==> config.mk <==
export PLATFORM = sky130hd
export DESIGN_NAME = chunked_serial_adder_flat
export DESIGN_NICKNAME = d
export VERILOG_FILES = /design/src/rtl/chunked_serial_adder_if.sv /design/src/rtl/chunked_serial_adder.sv /design/src/flat_wrapper.sv
export SDC_FILE = /design/constraint.sdc
export NUM_CORES = 1
export LEC_CHECK = 0
export ABC_AREA = 0
export BUFFER_PORTS_ARGS = -buffer_cell sky130_fd_sc_hd__buf_2
export CORE_MARGIN = 8
export CORE_UTILIZATION = 55
export CTS_BUF_LIST = sky130_fd_sc_hd__clkbuf_8
export CTS_CLUSTER_SIZE = 20
export DETAILED_ROUTE_END_ITERATION = 12
export PLACE_DENSITY = 0.79
export SLEW_MARGIN = 20
export SYNTH_ARGS = -nofsm -noshare
export SYNTH_HDL_FRONTEND = slang
export SYNTH_SLANG_ARGS = --single-unit
==> constraint.sdc <==
create_clock -name clk -period 2.4 [get_ports clk]
set_clock_uncertainty 0.15 [all_clocks]
set_input_delay 0.12 -clock clk [delete_from_list [all_inputs] [get_ports clk]]
set_output_delay 0.12 -clock clk [all_outputs]
set_load 0.03 [all_outputs]
==> src/rtl/chunked_serial_adder_if.sv <==
// ---------------------------------------------------------------------------
// chunked_serial_adder_if
//   Handshake and data bundle for the chunked serial add/subtract unit.
//   The producer presents operands on the in_* side. The consumer takes
//   results from the out_* side.
//
//   Signals
//     in_valid   producer -> unit   operands valid
//     in_ready   unit -> producer   unit can accept operands
//     a, b       producer -> unit   WIDTH-bit operands
//     cin        producer -> unit   carry in (ignored when sub=1)
//     sub        producer -> unit   0: a+b+cin, 1: a-b
//     out_valid  unit -> consumer   result valid
//     out_ready  consumer -> unit   consumer accepts result
//     sum        unit -> consumer   WIDTH-bit result
//     cout       unit -> consumer   carry out of the MSB (1 = no borrow on sub)
//     ovf        unit -> consumer   signed overflow flag
//
//   Modports
//     master  environment side (drives operands and out_ready)
//     slave   adder side
// ---------------------------------------------------------------------------
interface chunked_serial_adder_if #(
  parameter int WIDTH = 32
);
  logic             in_valid;
  logic             in_ready;
  logic [WIDTH-1:0] a;
  logic [WIDTH-1:0] b;
  logic             cin;
  logic             sub;
  logic             out_valid;
  logic             out_ready;
  logic [WIDTH-1:0] sum;
  logic             cout;
  logic             ovf;

  modport master (
    output in_valid, a, b, cin, sub, out_ready,
    input  in_ready, out_valid, sum, cout, ovf
  );

  modport slave (
    input  in_valid, a, b, cin, sub, out_ready,
    output in_ready, out_valid, sum, cout, ovf
  );
endinterface

==> src/rtl/chunked_serial_adder.sv <==
// ---------------------------------------------------------------------------
// chunked_serial_adder
//   Multi-cycle WIDTH-bit add/subtract unit. Each clock processes CHUNK bits,
//   starting with the LSB chunk. A registered carry links one chunk to the
//   next. Subtraction is computed as a + ~b + 1. WIDTH must be a multiple
//   of CHUNK.
//
//   Parameters
//     WIDTH  operand/result width (default 32)
//     CHUNK  bits added per clock (default 8)
//
//   Ports
//     clk    rising-edge clock
//     rst_n  asynchronous active-low reset
//     bus    chunked_serial_adder_if.slave
//            (in_valid/in_ready/a/b/cin/sub,
//             out_valid/out_ready/sum/cout/ovf)
//
//   Optional feature
//     CHUNKED_ADDER_OVF_EN
//       When defined, ovf reports signed overflow. It is the carry into the
//       MSB XOR the carry out of the MSB, taken from the last chunk.
//       When undefined, ovf is tied to 0.
// ---------------------------------------------------------------------------
module chunked_serial_adder #(
  parameter int WIDTH = 32,
  parameter int CHUNK = 8
) (
  input logic                   clk,
  input logic                   rst_n,
  chunked_serial_adder_if.slave bus
);
  localparam int NCHUNK = WIDTH / CHUNK;
  localparam int KW     = (NCHUNK > 1) ? $clog2(NCHUNK) : 1;
  localparam logic [KW-1:0] K_LAST = KW'(NCHUNK - 1);

  typedef enum logic [1:0] {
    IDLE = 2'd0,
    RUN  = 2'd1,
    DONE = 2'd2
  } state_t;

  state_t           state_q, state_d;
  logic             rdy_q, rdy_d;
  logic [WIDTH-1:0] op_a_q, op_a_d;
  logic [WIDTH-1:0] op_b_q, op_b_d;
  logic [WIDTH-1:0] part_q, part_d;
  logic [WIDTH-1:0] sum_q, sum_d;
  logic             carry_q, carry_d;
  logic             cout_q, cout_d;
  logic [KW-1:0]    k_q, k_d;
  logic [CHUNK:0]   chunk_sum;
`ifdef CHUNKED_ADDER_OVF_EN
  logic             ovf_q, ovf_d;
  logic             msb_cin;
`endif

  // The operand registers shift right by CHUNK every RUN cycle, so the
  // active chunk is always in the low bits. No variable part-select is needed.
  assign chunk_sum = {1'b0, op_a_q[CHUNK-1:0]}
                   + {1'b0, op_b_q[CHUNK-1:0]}
                   + {{CHUNK{1'b0}}, carry_q};

`ifdef CHUNKED_ADDER_OVF_EN
  // The carry into a bit is the XOR of its two inputs and its sum bit.
  assign msb_cin = op_a_q[CHUNK-1] ^ op_b_q[CHUNK-1] ^ chunk_sum[CHUNK-1];
`endif

  // rdy_q holds in_ready low during reset and sets at the first edge after
  // reset is released.
  assign bus.in_ready  = rdy_q && (state_q == IDLE);
  assign bus.out_valid = (state_q == DONE);
  assign bus.sum       = sum_q;
  assign bus.cout      = cout_q;
`ifdef CHUNKED_ADDER_OVF_EN
  assign bus.ovf       = ovf_q;
`else
  assign bus.ovf       = 1'b0;
`endif

  always_comb begin
    state_d = state_q;
    rdy_d   = 1'b1;
    op_a_d  = op_a_q;
    op_b_d  = op_b_q;
    part_d  = part_q;
    sum_d   = sum_q;
    carry_d = carry_q;
    cout_d  = cout_q;
    k_d     = k_q;
`ifdef CHUNKED_ADDER_OVF_EN
    ovf_d   = ovf_q;
`endif
    case (state_q)
      IDLE: begin
        if (bus.in_valid && rdy_q) begin
          op_a_d  = bus.a;
          op_b_d  = bus.sub ? ~bus.b : bus.b;
          carry_d = bus.sub ? 1'b1 : bus.cin;
          part_d  = '0;
          k_d     = '0;
          state_d = RUN;
        end
      end
      RUN: begin
        op_a_d  = op_a_q >> CHUNK;
        op_b_d  = op_b_q >> CHUNK;
        carry_d = chunk_sum[CHUNK];
        // Each new chunk enters at the top of the result register.
        // After NCHUNK shifts, every chunk sits in its final position.
        part_d  = (part_q >> CHUNK)
                | (WIDTH'(chunk_sum[CHUNK-1:0]) << (WIDTH - CHUNK));
        k_d     = k_q + 1'b1;
        if (k_q == K_LAST) begin
          sum_d   = part_d;
          cout_d  = chunk_sum[CHUNK];
`ifdef CHUNKED_ADDER_OVF_EN
          ovf_d   = msb_cin ^ chunk_sum[CHUNK];
`endif
          k_d     = '0;
          state_d = DONE;
        end
      end
      DONE: begin
        if (bus.out_ready) begin
          state_d = IDLE;
        end
      end
      default: begin
        state_d = IDLE;
      end
    endcase
  end

  always_ff @(posedge clk or negedge rst_n) begin
    if (!rst_n) begin
      state_q <= IDLE;
      rdy_q   <= 1'b0;
      op_a_q  <= '0;
      op_b_q  <= '0;
      part_q  <= '0;
      sum_q   <= '0;
      carry_q <= 1'b0;
      cout_q  <= 1'b0;
      k_q     <= '0;
`ifdef CHUNKED_ADDER_OVF_EN
      ovf_q   <= 1'b0;
`endif
    end else begin
      state_q <= state_d;
      rdy_q   <= rdy_d;
      op_a_q  <= op_a_d;
      op_b_q  <= op_b_d;
      part_q  <= part_d;
      sum_q   <= sum_d;
      carry_q <= carry_d;
      cout_q  <= cout_d;
      k_q     <= k_d;
`ifdef CHUNKED_ADDER_OVF_EN
      ovf_q   <= ovf_d;
`endif
    end
  end
endmodule

==> src/flat_wrapper.sv <==
// flat-port wrapper written by rule: the top's interface ports become plain ports
module chunked_serial_adder_flat 
#(
  parameter int WIDTH = 32,
  parameter int CHUNK = 8
)
  (clk, rst_n, bus_in_valid, bus_a, bus_b, bus_cin, bus_sub, bus_out_ready, bus_in_ready, bus_out_valid, bus_sum, bus_cout, bus_ovf);
  chunked_serial_adder_if #(.WIDTH(WIDTH)) bus_i ();
  input logic clk;
  input logic rst_n;
  input wire logic [$bits(bus_i.in_valid)-1:0] bus_in_valid;
  input wire logic [$bits(bus_i.a)-1:0] bus_a;
  input wire logic [$bits(bus_i.b)-1:0] bus_b;
  input wire logic [$bits(bus_i.cin)-1:0] bus_cin;
  input wire logic [$bits(bus_i.sub)-1:0] bus_sub;
  input wire logic [$bits(bus_i.out_ready)-1:0] bus_out_ready;
  output wire logic [$bits(bus_i.in_ready)-1:0] bus_in_ready;
  output wire logic [$bits(bus_i.out_valid)-1:0] bus_out_valid;
  output wire logic [$bits(bus_i.sum)-1:0] bus_sum;
  output wire logic [$bits(bus_i.cout)-1:0] bus_cout;
  output wire logic [$bits(bus_i.ovf)-1:0] bus_ovf;
  assign bus_i.in_valid = bus_in_valid;
  assign bus_i.a = bus_a;
  assign bus_i.b = bus_b;
  assign bus_i.cin = bus_cin;
  assign bus_i.sub = bus_sub;
  assign bus_i.out_ready = bus_out_ready;
  assign bus_in_ready = bus_i.in_ready;
  assign bus_out_valid = bus_i.out_valid;
  assign bus_sum = bus_i.sum;
  assign bus_cout = bus_i.cout;
  assign bus_ovf = bus_i.ovf;
  chunked_serial_adder #(.WIDTH(WIDTH), .CHUNK(CHUNK)) u_core (.clk(clk), .rst_n(rst_n), .bus(bus_i));
endmodule
# Word-level counts from Yosys, hierarchy flattened
# Index checks and enable logic that the tools add are counted.
classes:
  eq_ne: 6
  multipliers: 0
  shifts: 0
  bitwise: 2
  add_sub_neg: 3
  magnitude_cmp: 0
  reduce_logical: 7
  mux: 17
  n_div: 0
op_table:
  columns: ["operator", "count"]
  rows:
  - ["32-bit one-hot mux with 2 select lines", 3]
  - ["32-bit 2-to-1 mux", 4]
  - ["32-bit NOT", 1]
  - ["24-bit by 32-bit bitwise OR with 32-bit output", 1]
  - ["2-bit 2-to-1 mux", 5]
  - ["8-bit by 8-bit adder with 9-bit output", 1]
  - ["9-bit by 1-bit adder with 9-bit output", 1]
  - ["2-bit one-hot mux with 3 select lines", 1]
  - ["2-bit == test, second input constant", 2]
  - ["2-bit != test, second input constant", 2]
  - ["2-bit one-hot mux with 2 select lines", 1]
  - ["2-bit AND reduction", 2]
  - ["3-bit AND reduction", 1]
  - ["2-bit by 1-bit adder with 2-bit output, second input constant", 1]
  - ["2-bit by 1-bit == test with 1-bit output, second input constant", 1]
  - ["1-bit logical AND", 2]
  - ["2-bit zero test", 1]
  - ["1-bit 2-to-1 mux", 2]
  - ["2-bit by 1-bit != test with 1-bit output, second input constant", 1]
  - ["1-bit one-hot mux with 2 select lines", 1]
  - ["2-bit nonzero test", 1]
totals:
  latchBits: 0
  ff_bits: 135
  output_inout_bits: 36
  ram_bits: 0
  rom_bits: 0
  in_bits: 70
  n_memories: 0
  word_cells: 44

# Depth between registers and ports, before layout
# Gate-level depths: netlist of the first run.
depth:
  depth_word: 4
  mapped_depth: 8
  ltp_nobuf: 8

# Least setup slack after synthesis of the first run
# Ideal clock, no wire load.
synth_timing:
  path_kind: "reg-to-reg"
  start: "reg u_core.state_q[1]"
  end: "reg u_core.op_b_q[11]"
  required_time_ps: 2160
  arrival_time_ps: 1964
  period_less_slack_ps: 2205
  setup_time_ps: 90
  path_stages_with_launch: 6
  setup_slack_ps: 195
  path_cell_list: "dfrtp_1 buf_4 nor3b_1 nand2_1 buf_2 o221ai_1"
synth_via:
  elab_chain_cells: 3
  word_cells_on_any_way: 6
synth_lines:
  columns: ["item", "line_no", "text"]
  rows:
  - ["from (decl)", "chunked_serial_adder.sv:43", "state_t state_q, state_d;"]
  - ["from (signal assigned)", "chunked_serial_adder.sv:150", "state_q <= state_d;"]
  - ["2-bit zero test or 2-bit by 1-bit == test with 1-bit output (tied branches)", "chunked_serial_adder.sv:94", "case (state_q)"]
  - ["2-bit != test (no source line) or 2-bit nonzero test (tied branches)", null, null]
  - ["2-bit AND reduction (no source line)", null, null]
  - ["to (signal assigned)", "chunked_serial_adder.sv:153", "op_b_q <= op_b_d;"]
  - ["to (decl)", "chunked_serial_adder.sv:46", "logic [WIDTH-1:0] op_b_q, op_b_d;"]
# Several ways; a longest one is shown, not always the timed one.
# A chain may end at the register's enable or synchronous reset.

# Worst setup path after layout of the first run
layout_timing:
  start: "reg u_core.carry_q"
  end: "reg u_core.sum_q[30], in the netlist u_core.bus.sum[30]"
layout_via:
  elab_chain_cells: 2
layout_lines:
  columns: ["item", "line_no", "text"]
  rows:
  - ["from (decl)", "chunked_serial_adder.sv:49", "logic carry_q, carry_d;"]
  - ["from (signal assigned)", "chunked_serial_adder.sv:156", "carry_q <= carry_d;"]
  - ["9-bit by 1-bit adder with 9-bit output", "chunked_serial_adder.sv:62", "+ {{CHUNK{1'b0}}, carry_q};"]
  - ["24-bit by 32-bit bitwise OR with 32-bit output", "chunked_serial_adder.sv:112", "| (WIDTH'(chunk_sum[CHUNK-1:0]) << (WIDTH - CHUNK));"]
  - ["to (signal assigned)", "chunked_serial_adder.sv:155", "sum_q <= sum_d;"]
  - ["to (decl)", "chunked_serial_adder.sv:48", "logic [WIDTH-1:0] sum_q, sum_d;"]
# No other way between the ends.

==> impl_metrics.py, run 1 <==
metrics = {
    "die": {
        "rows": 38,
        "die_area_mm2": 0.01443,
        "die_h_um": 120.1,
        "die_x_um": 120.1,
        "start_util": 0.5575,
        "io_pins": 106,
        "core_mm2": 0.01070,
    },
    "power_and_ir_drop": {
        "seqPwrFrac": 0.385,
        "p_comb_frac": 0.443,
        "clkPwrFrac": 0.172,
        "netSwitchingPower_mw": 3.981,
        "p_leak_nw": 3.648,
        "swShare": 0.4132,
        "ir_drop_uv": 702.2,
        "p_per_area_mw_per_mm2": 1270,
        "p_int_mw": 5.654,
    },
    "timing": {
        "drv_slew": 0,
        "slew_headroom": 0.5119,
        "tightest_slew_ns": 0.7322,
        "finalSetupViolations": 0,
        "timing.setup.tns_ns": 0,
        "period_share": 0.9650,
        "fin_ws_ns": 0.08398,
        "fmaxAchievable_mhz": 431.8,
        "final_hold_viol_count": 0,
        "fin_crit_ns": 2.316,
        "rsz0062_at_grt": "no",
    },
    "synthesis": {
        "ys_types": 38,
        "ys.flop_type": "dfrtp_1",
        "synth.avg_cell_area_um2": 10.04,
        "synth_edf_count": 0,
        "async_flop_share": 1.000,
        "ys_warn_count": 0,
        "yosysSeqAreaShare": 0.5328,
        "synth.ff_latch_count": 127,
        "syn-num-nets": 674,
        "postSynthCellCount": 594,
        "syn-cell-area_mm2": 0.005964,
    },
    "cts": {
        "clk_latency_ns": 0.43,
        "clockRootBuffer": "clkbuf_8",
        "tritoncts": "done",
        "h-tree-depth": 4,
        "numCtsBuffers": 17,
        "cts.sinks": 127,
        "clkTransAtPathRegs_ns": 0.07,
        "cts_buffer_depth": 2,
    },
    "global_route": {
        "grt_pass1_wl_um": 25410,
        "gr-total-overflow": 0,
        "track_usage": 0.2208,
        "grt_start_max_net_pins": 73,
        "grt_pass1_vias": 5076,
        "antenna_found_initial": 2,
    },
    "critical_path": {
        "start_kind": "flip-flop",
        "end_kind": "flip-flop",
        "setup.worst_path.end": "u_core.bus.sum[30]$_DFFE_PN0P_",
        "reg2reg_depth": 8,
        "timing.rr.end": "u_core.bus.sum[30]$_DFFE_PN0P_",
        "cp.arrival_ns": 2.48,
        "r2r-start": "u_core.carry_q$_DFFE_PN0P_",
        "crit_start": "u_core.carry_q$_DFFE_PN0P_",
        "r2r_slack_ns": 0.08,
        "required_ns": 2.57,
        "critPathMaxFanout": 3,
        "critPathKind": "flip-flop to flip-flop",
    },
    "detailed_routing": {
        "dr.pass1.iters": 5,
        "vias_per_cell": 5.471,
        "drt_iter0_markers": 466,
        "via_count": 4951,
        "wirelength_um": 15520,
        "ant_nets": 0,
        "routedWlPerCell_um": 17.15,
        "drc_errors": 0,
    },
    "final_layout": {
        "final_area_mm2": 0.007589,
        "layout_commonest_cell": "nand2_1",
        "layout.nets": 832,
        "drive_gt1_frac": 0.2372,
        "mostFrequentLayoutCells": "137 x nand2_1, 127 x dfrtp_1, 103 x buf_2, 65 x dlygate4sd3_1, 50 x nor2_1",
        "area_growth_pct": 27.23,
    },
    "placed_design": {
        "portBuffers": 104,
        "place_hpwl_um": 9658,
        "placed_area_mm2": 0.006573,
        "pre_cts_slack_ns": 0.04337,
        "gp_congestion": 0.8552,
    },
    "status": {
        "status": "finished clean",
    },
    "run": {
        "maxCapViolCount": 0,
    },
    "hold_path": {
        "min_path_type": "primary input to flip-flop",
        "hold_depth": 5,
    },
}
[power by group through the flow]
stage / Clock [mW] / Sequential, mW / Combinational, mW
4_1_cts: 1.68 / 3.69 / 4.20
2_1_floorplan: 0 / 3.98 / 2.70
3_3_place_gp: 0 / 3.66 / 3.94
3_5_place_dp: 0 / 3.73 / 4.11
5_1_grt: 1.77 / 3.81 / 4.71
6_report: 1.65 / 3.71 / 4.27
[sequential cells by signal (all words and copies together), names as in the netlist]
signal and cells:
u_core.op_a_q 32, u_core.bus.cout 1, u_core.bus.sum 32, u_core.carry_q 1
u_core.k_q 2, u_core.state_q 2, u_core.part_q 24, u_core.rdy_q 1
u_core.op_b_q 32
[final cells by class]
type                       instances  area [um^2]
sequential                       127         3178
fill                             772         3109
multi-input combinational        418         2551
timing repair buffer             184         1315
clock buffer                      20        275.3
tap                              140        175.2
clock inverter                    10        73.82
inverter                           4        15.01
antenna                            2        5.005
[synth_stat cells (all sizes together) (2+ instances only)]
cell type  count  area [um^2]
nand2        139        524.3
dfrtp        127         3178
nor2          51        191.4
o21ai         42        210.2
xnor2         30        262.8
buf           29        180.2
mux2          27        405.4
a31oi         24        150.1
a21oi         16        80.08
clkbuf        16        60.06
nand3         14        70.07
o221ai        14        122.6
a211oi         9        67.56
ha             8        100.1
nand3b         6        45.04
nor3           6        30.03
xor2           6        52.55
a22oi          5        37.54
inv            4        15.01
o31ai          3        22.52
conb           2        7.510
fa             2        40.04
nor2b          2        15.02
o21a           2        15.01
o31a           2        17.52
[per-stage QoR]
| stage | hold WS [ns] | power, mW | utilization | std cells |
|---|---|---|---|---|
| final | 0.04036 | 9.635 | 0.7094 | 905 |
| after global placement | -0.01235 | 7.600 | 0.6144 | 808 |
| after floorplan | -0.3256 | 6.674 | - | 594 |
| after CTS | 0.01409 | 9.571 | 0.7078 | 903 |
| after detailed placement | -0.005878 | 7.833 | 0.6144 | 808 |
| after global routing | 0.04811 | 10.29 | 0.7094 | 905 |
[kinds of logic (layout without fill, tap and decap cells)]
logic type / count (synthesis) / in the layout / share of synthesized area
buf+inv: 49 / 218 / 0.04279
compound gates: 122 / 122 / 0.1275
flops: 127 / 127 / 0.5328
fa+ha+maj: 10 / 10 / 0.02350
xor+xnor: 36 / 36 / 0.05286
simple gates: 220 / 220 / 0.1496
other cells: 2 / 4 / 0.001259
mux: 28 / 28 / 0.06965
[worst max-delay path: stages (launching register included)]
cell	delay (ns)
dfrtp_1	0.41
fa_2	0.41
inv_1	0.09
fa_2	0.22
nor2b_1	0.06
o31a_1	0.27
o21ai_0	0.23
a21oi_2	0.10
mux2_4	0.27
[worst min-delay path by stage]
stage	from	to	slack [ns]
after detailed placement	rst_n	u_core.bus.sum[14]$_DFFE_PN0P_	-0.006
after floorplan	rst_n	u_core.bus.cout$_DFFE_PN0P_	-0.33
after global routing	bus_b[0]	u_core.op_b_q[0]$_DFFE_PN0P_	0.05
after CTS	bus_b[0]	u_core.op_b_q[0]$_DFFE_PN0P_	0.01
after global placement	rst_n	u_core.bus.sum[14]$_DFFE_PN0P_	-0.01
final	bus_b[0]	u_core.op_b_q[0]$_DFFE_PN0P_	0.04
[repair_timing]
item                                    CTS  global route
endpoints found under the setup margin    0             4
gates resized for setup                   0             4
hold buffers                             65             0
endpoints found under the hold margin   168             0
buffers inserted                          0             0
[routing by layer]
layer / GRT usage / wire length [um] / up-vias
met2: 0.3660 / 7760 / 221
met5: 0 / 0 / -
met1: 0.2587 / 6115 / 2337
li1: - / - / 2340
met4: 0.1155 / 591 / 0
met3: 0.05918 / 1057 / 53
Note: power is estimated with default switching activity, not from simulation.
==> run 2: changes to the inputs <==
==> constraint.sdc (replaced) <==
create_clock -name clk -period 2.4 [get_ports clk]
set_clock_uncertainty 0.15 [all_clocks]
set_input_delay 0.24 -clock clk [delete_from_list [all_inputs] [get_ports clk]]
set_output_delay 0.24 -clock clk [all_outputs]
set_load 0.03 [all_outputs]
==> run 2 against run 1 <==
Net effect: flip-flop and latch count unchanged; critical path depth stayed put; critical endpoint unchanged; critical path type unchanged; largest cell class unchanged; first-iteration DRC count fell by 21%.
==> impl_metrics.py, run 2 (same netlist as run 1, synthesis figures left out) <==
metrics = {
    "timing": {
        "rsz0062_at_grt": "no",
        "fmaxAchievable_mhz": 444.7,
        "fin_hold_ws_ns": 0.07272,
        "fin_ws_ns": 0.1515,
        "tightest_slew_ns": 0.7501,
        "final_hold_viol_count": 0,
        "timing.setup.tns_ns": 0,
        "slew_headroom": 0.5000,
        "finalSetupViolations": 0,
        "drv_slew": 0,
        "fin_crit_ns": 2.248,
        "period_share": 0.9369,
    },
    "cts": {
        "clkTransAtPathRegs_ns": 0.08,
        "h-tree-depth": 4,
        "clk_latency_ns": 0.43,
        "clockRootBuffer": "clkbuf_8",
        "cts_buffer_depth": 2,
        "tritoncts": "done",
        "cts_setup_buffers": 0,
        "cts.sinks": 127,
        "numCtsBuffers": 17,
    },
    "global_route": {
        "grt_pass1_vias": 5172,
        "track_usage": 0.2215,
        "antenna_found_initial": 1,
        "grt_start_max_net_pins": 92,
        "grt_pass1_wl_um": 25620,
        "gr-total-overflow": 0,
    },
    "placed_design": {
        "place_inst": 808,
        "pre_cts_slack_ns": 0.09281,
        "gp_congestion": 0.8355,
        "place_hpwl_um": 9375,
        "placed_area_mm2": 0.006623,
        "portBuffers": 104,
    },
    "final_layout": {
        "layout.cells.non_filler": 899,
        "mostFrequentLayoutCells": "137 x nand2_1, 127 x dfrtp_1, 103 x buf_2, 58 x dlygate4sd3_1, 50 x nor2_1",
        "drive_gt1_frac": 0.2427,
        "fin_util": 0.7196,
        "final_area_mm2": 0.007699,
        "area_growth_pct": 29.07,
        "nFillCells": 719,
        "layout_commonest_cell": "nand2_1",
        "layout.nets": 825,
    },
    "die": {
        "die_area_mm2": 0.01443,
        "die_h_um": 120.1,
        "io_pins": 106,
        "die_x_um": 120.1,
        "core_mm2": 0.01070,
        "rows": 38,
        "start_util": 0.5575,
    },
    "detailed_routing": {
        "wirelength_um": 15290,
        "ant_nets": 0,
        "drc_errors": 0,
        "routedWlPerCell_um": 17.01,
        "drt_iter0_markers": 369,
        "vias_per_cell": 5.425,
        "via_count": 4877,
        "dr.pass1.iters": 4,
    },
    "power_and_ir_drop": {
        "power_mw": 10.21,
        "p_leak_nw": 3.684,
        "p_per_area_mw_per_mm2": 1326,
        "ir_drop_uv": 695.1,
    },
    "critical_path": {
        "required_ns": 2.62,
        "start_kind": "flip-flop",
        "cp.arrival_ns": 2.47,
        "critPathMaxFanout": 3,
        "end_kind": "flip-flop",
        "critPathKind": "flip-flop to flip-flop",
    },
    "status": {
        "status": "finished clean",
    },
    "run": {
        "maxCapViolCount": 0,
    },
    "hold_path": {
        "min_path_type": "primary input to flip-flop",
    },
}
run 2: cell types whose count changed in the layout (fill, tap and decap cells not counted), sizes merged:
cell         change
bufinv           +4
clkbuf           +2
clkinv           -4
clkinvlp         +2
diode            -1
dlygate4sd3      -7
inv              -2
run 2: critical path: stages, from the launching register on:
cell	delay (ns)
dfrtp_1	0.42
fa_2	0.41
inv_1	0.08
fa_1	0.21
nor2b_1	0.07
o31a_1	0.27
o31a_1	0.29
a21oi_2	0.14
mux2_4	0.16
run 2: path summary, 6_finish.rpt:
kind,from,to,slack (ns),depth (start not counted)
worst max-delay path,u_core.carry_q$_DFFE_PN0P_,u_core.bus.sum[30]$_DFFE_PN0P_,0.15,8
worst min-delay path,bus_b[18],u_core.op_b_q[18]$_DFFE_PN0P_,0.07,5
worst max register to register,u_core.carry_q$_DFFE_PN0P_,u_core.bus.sum[30]$_DFFE_PN0P_,0.15,8
worst min register to register,u_core.bus.sum[26]$_DFFE_PN0P_,u_core.bus.sum[26]$_DFFE_PN0P_,0.34,2
max in group asynchronous,rst_n,u_core.op_a_q[5]$_DFFE_PN0P_,1.24,3
min in group asynchronous,rst_n,u_core.bus.sum[21]$_DFFE_PN0P_,0.20,2
run 2: what timing repair did:
item | CTS | global route
gates resized for setup | 0 | 5
endpoints found under the setup margin | 0 | 4
hold buffers | 58 | 0
endpoints found under the hold margin | 115 | 0
run 2: cell type report:
| type | instances | area, um^2 | area share |
|---|---|---|---|
| timing repair buffer | 177 | 1295 | 0.1682 |
| inverter | 4 | 15.01 | 0.001950 |
| multi-input combinational | 418 | 2549 | 0.3311 |
| antenna | 1 | 2.502 | 0.0003250 |
| tap | 140 | 175.2 | 0.02275 |
| clock inverter | 10 | 181.4 | 0.02357 |
| clock buffer | 22 | 302.8 | 0.03933 |
| sequential | 127 | 3178 | 0.4128 |
run 2: power by group:
part	internal, mW	switching, mW
sequential	3.07	0.648
clock	1.37	0.833
combinational	1.75	2.54
run 2: layer usage:
metal,vias to the layer above,GRT usage,wire length (um)
li1,2323,-,-
met1,2340,0.2687,6322
met2,163,0.3563,7463
met3,51,0.05402,891
met4,0,0.1257,611
met5,-,0,0
